$ cat src/rtl/reg_bank.sv
// Multi-register bank: accumulator write-back, one-cycle-staged memory loads,
// two combinational read ports and a full-bank shadow for save/restore/swap.
module reg_bank #(
  parameter int WIDTH  = 16,
  parameter int DEPTH  = 8,
  parameter bit BYPASS = 1'b1,
  localparam int AW    = $clog2(DEPTH)
) (
  input  logic             clk,
  input  logic             reset,
  input  logic             acc_op,
  input  logic [AW-1:0]    acc_addr,
  input  logic [WIDTH-1:0] acc_val,
  input  logic             load,
  input  logic [AW-1:0]    load_addr,
  input  logic [WIDTH-1:0] data_val,
  input  logic             shadow_save,
  input  logic             shadow_restore,
  input  logic [AW-1:0]    rd_addr_a,
  input  logic [AW-1:0]    rd_addr_b,
  output logic [WIDTH-1:0] rd_data_a,
  output logic [WIDTH-1:0] rd_data_b,
  output logic             load_pending,
  output logic             load_drop
);

  logic [WIDTH-1:0] regs   [DEPTH];
  logic [WIDTH-1:0] shadow [DEPTH];
  logic             pend_v;
  logic [AW-1:0]    pend_addr;
  logic [WIDTH-1:0] pend_data;

  logic acc_hits_pend;
  assign acc_hits_pend = acc_op && (acc_addr == pend_addr);

  // Per-register priority on each edge: restore, then accumulator, then load commit.
  always_ff @(posedge clk or posedge reset) begin
    if (reset) begin
      for (int i = 0; i < DEPTH; i++) begin
        regs[i]   <= '0;
        shadow[i] <= '0;
      end
      pend_v    <= 1'b0;
      pend_addr <= '0;
      pend_data <= '0;
      load_drop <= 1'b0;
    end else begin
      pend_v <= load;
      if (load) begin
        pend_addr <= load_addr;
        pend_data <= data_val;
      end

      load_drop <= pend_v && (shadow_restore || acc_hits_pend);

      for (int i = 0; i < DEPTH; i++) begin
        if (shadow_restore)
          regs[i] <= shadow[i];
        else if (acc_op && (acc_addr == AW'(i)))
          regs[i] <= acc_val;
        else if (pend_v && (pend_addr == AW'(i)))
          regs[i] <= pend_data;

        if (shadow_save)
          shadow[i] <= regs[i];
      end
    end
  end

  assign load_pending = pend_v;

  // Forwarding only covers the staged load; same-cycle accumulator writes show up next cycle.
  always_comb begin
    rd_data_a = regs[rd_addr_a];
    rd_data_b = regs[rd_addr_b];
    if (BYPASS && pend_v && (rd_addr_a == pend_addr))
      rd_data_a = pend_data;
    if (BYPASS && pend_v && (rd_addr_b == pend_addr))
      rd_data_b = pend_data;
    if (reset) begin
      rd_data_a = '0;
      rd_data_b = '0;
    end
  end

endmodule

$ cat config.mk
export PLATFORM = sky130hd
export DESIGN_NAME = reg_bank
export DESIGN_NICKNAME = d
export VERILOG_FILES = /design/src/rtl/reg_bank.sv
export SDC_FILE = /design/constraint.sdc
export NUM_CORES = 1
export LEC_CHECK = 0
export ABC_AREA = 1
export BUFFER_PORTS_ARGS = -buffer_cell sky130_fd_sc_hd__buf_2
export CORE_ASPECT_RATIO = 1.1
export CORE_UTILIZATION = 54
export CTS_CLUSTER_SIZE = 40
export DETAILED_ROUTE_END_ITERATION = 7
export PLACE_DENSITY = 0.69
export SLEW_MARGIN = 20
export SYNTH_ARGS = -nofsm -noshare
export SYNTH_HDL_FRONTEND = slang
export SYNTH_SLANG_ARGS = --single-unit
$ cat constraint.sdc
create_clock -name clk -period 12.6 [get_ports clk]
set_input_delay 0 -clock clk [delete_from_list [all_inputs] [get_ports clk]]
set_output_delay 0 -clock clk [all_outputs]
set_load 0.05 [all_outputs]
==> flow_metrics.tcl <==
set metrics [dict create \
    rsz0062_at_grt "false" \
    core-area_sq_mm 0.0304 \
    grt_pass1_wl_mm 96.8 \
    period_share 0.234 \
    powerDensity_mw_per_mm2 143 \
    path_max_fanout 34 \
    path_depth 10 \
    grt_max_degree 193 \
    endpoint_kind "output pin" \
    detail_route.wl_per_cell_microns 20.6 \
    rows 67 \
    criticalPathCategory "primary input to output pin" \
    setup.worst_path.end "rd_data_a[0]" \
    die_area_sq_mm 0.0317 \
    drc_errors 0 \
    ant_nets 0 \
    dpl.hpwl_mm 38.1 \
    vdd_drop_max_mv 0.122 \
    combPwrFrac 0.231 \
    clk_latency_ps 570 \
    r2r-start "load_pending" \
    maxSlewViolCount 0 \
    path_cells "buf_2 > inv_2 > nand2_1 > nand2_1 > nor2_4 > nand2_2 > nand2_1 > nor2_1 > nor2_1 > buf_2" \
    synth_top_area_frac 0.414 \
    finalNetCount 2587 \
    r2r_setup_slack_ps 10520 \
    io_pins 84 \
    maxCapViolations 0 \
    setup_viol 0 \
    critPathSlowestCell "buf_2" \
    clk_pin_slew_ps 60 \
    grtUsageTotal 0.399 \
    ys_top_cells_by_count "nand2_1, nand3_1, dfrtp_1" \
    crit_start "rd_addr_a[1]" \
    numCtsBuffers 30 \
    worst_pin_slew_ps 1100 \
    p_sw_frac 0.353 \
    async_flop_share 1.00 \
    synth-compound-area-share 0.0497 \
    synth_fa_ha_area_frac 0 \
    fmax_ghz 0.340 \
    outcome "completed" \
    synth_edf_count 0 \
    syn_nets 2596 \
    synthMuxAreaShare 0 \
    routed_via_density 5.78 \
    seqPwrFrac 0.440 \
    yosysUniqueCellTypes 23 \
    timing.hold.ws_ps 11.0 \
    worstPathRequired_ps 12600 \
    cpMostUsedCell "nand2_1" \
    yosysWarningCount 0 \
    p_leak_nw 9.56 \
    firstDrtPassIters 5 \
    synth_area_sq_mm 0.0167 \
    synth-seq-cells 277 \
    multi_input_area_sq_mm 0.00816 \
    synth_top_cells_by_area "dfrtp_1, nand2_1, nand3_1" \
    synth_top_family_by_area "simple AND/OR/NAND/NOR gates" \
    max_stage_delay_ps 650 \
    netlist_instances 2546 \
    port_buffers 83 \
    synth_ff_type "dfrtp_1" \
    die_h_microns 187 \
    synth-xor-area-share 0 \
    gp_congestion 0.963 \
    layout.cells.non_filler 2972 \
    intPower_mw 1.70 \
    cts_tree "done" \
    drive_gt1_frac 0.0762 \
    reg2reg_depth 7 \
    cts_num_sinks 277 \
    p_clk_frac 0.329 \
    dieWidth_microns 170 \
    regArea_sq_mm 0.00693 \
    antenna_found_initial 0 \
    first_global_vias 16800 \
    path_buf_inv 3 \
    r2r-end "regs[78]" \
    cp_top_family "buffers and inverters" \
    hold_class "primary input to flip-flop" \
    root_buffer "clkbuf_16" \
    yosys.area_share.simple 0.438 \
    drt_iter0_markers 2149 \
    dp.cells 2865 \
    p_sw_mw 0.929 \
    totalWireLength_mm 61.3 \
    ys_seq_area_frac 0.414 \
    syn_area_per_cell_sq_um 6.57 \
    synth_top_cell_by_area "dfrtp_1" \
    area_delta_synth_final_pct 9.74 \
    tns_ps 0 \
    start_util 0.550 \
    diodes 0 \
    fillers 2944 \
    dr_total_vias 17200 \
    final.min_clock_period_ps 2940 \
    worstSetupStartpointType "primary input" \
    relSlewSlack 0.265 \
    fin_skew_ps 9.42 \
    critPathArrivalTime_ps 2940 \
    cts_buffer_depth 3 \
    cts_max_level 1 \
    finalHoldViolations 0 \
    grt-ovfl-total 0 \
    yosysMostFrequentCell "nand2_1" \
]
==> worst min-delay path, delay by kind of cell <==
kind / cells / cell delay [ps]
AOI/OAI and AO/OA: 1 / 120
and+or+nand+nor: 3 / 240
buffers and inverters: 1 / 170
==> through the flow <==
step	power [mW]	cell area [sq um]	setup WS [ps]	utilization
after global routing	2.76	18400	9450	0.603
after CTS	2.62	18300	9620	0.601
after global placement	1.73	16800	9770	0.553
after detailed placement	1.75	16800	9770	0.553
after floorplan	1.57	16700	1420	-
final	2.63	18400	9660	0.603
==> sequential cells by signal (all words and copies together), names as in the netlist <==
name          cells
regs            128
pend_addr         3
pend_data        16
shadow          128
load_pending      1
load_drop         1
==> cells by family after synthesis <==
kind of cell | Yosys count
simple gates | 1728
buf+inv | 375
flops | 277
compound gates | 166
==> layout make-up <==
class,count,share of cell area
inverters,189,0.0397
clock buffers,45,0.0489
well taps,414,0.0282
flip-flops and latches,277,0.378
multi-input cells,1894,0.445
clock inverters,8,0.00232
repair buffers,145,0.0584
==> cells in the final DEF, fill, tap and decap left out, types with 7 or more instances in the layout <==
cell type / netlist / routed
buf_2: 90 / 81
nand3_4: 7 / 7
inv_1: 172 / 168
nand3_1: 448 / 448
o21ai_1: 10 / 10
dfrtp_1: 277 / 277
clkbuf_1: 51 / 7
dlygate4sd3_1: 0 / 52
clkbuf_8: 0 / 7
nor2_1: 105 / 105
buf_4: 11 / 8
nor2_4: 14 / 14
nand2_1: 1139 / 1139
clkinv_2: 0 / 7
o21ai_0: 154 / 154
inv_2: 14 / 16
clkbuf_16: 0 / 31
nand2_4: 9 / 9
==> metal layers <==
layer	GRT usage	vias up	wire length (microns)
li1	-	7932	-
met1	0.492	8051	23200
met2	0.622	924	27500
met3	0.0647	267	5150
met4	0.312	0	5410
met5	0	-	0
==> how the worst min path moves through the flow <==
stage / slack (ps) / cells after the start / to / startpoint
finish: 10 / 5 / load_drop / acc_addr[2]
global route: 40 / 5 / load_drop / acc_addr[2]
CTS: 2 / 5 / load_drop / acc_addr[2]
detailed placement: 210 / 3 / pend_data[8] / data_val[8]
global placement: 220 / 3 / pend_data[8] / data_val[8]
floorplan: 30 / 0 / load_pending / load
==> power by group through the flow <==
stage,clock (mW),sequential [mW],combinational [mW]
global route,0.904,1.17,0.685
finish,0.864,1.16,0.609
detailed placement,0,1.17,0.584
CTS,0.868,1.15,0.599
floorplan,0,1.12,0.452
global placement,0,1.16,0.571
==> repair_timing <==
item                                   4_1_cts  5_1_grt
hold buffers                                51        1
endpoints found under the hold margin      266       29
buffers inserted                             0        0
gates resized for setup                      0        0
Note: power is estimated with default switching activity, not from simulation.
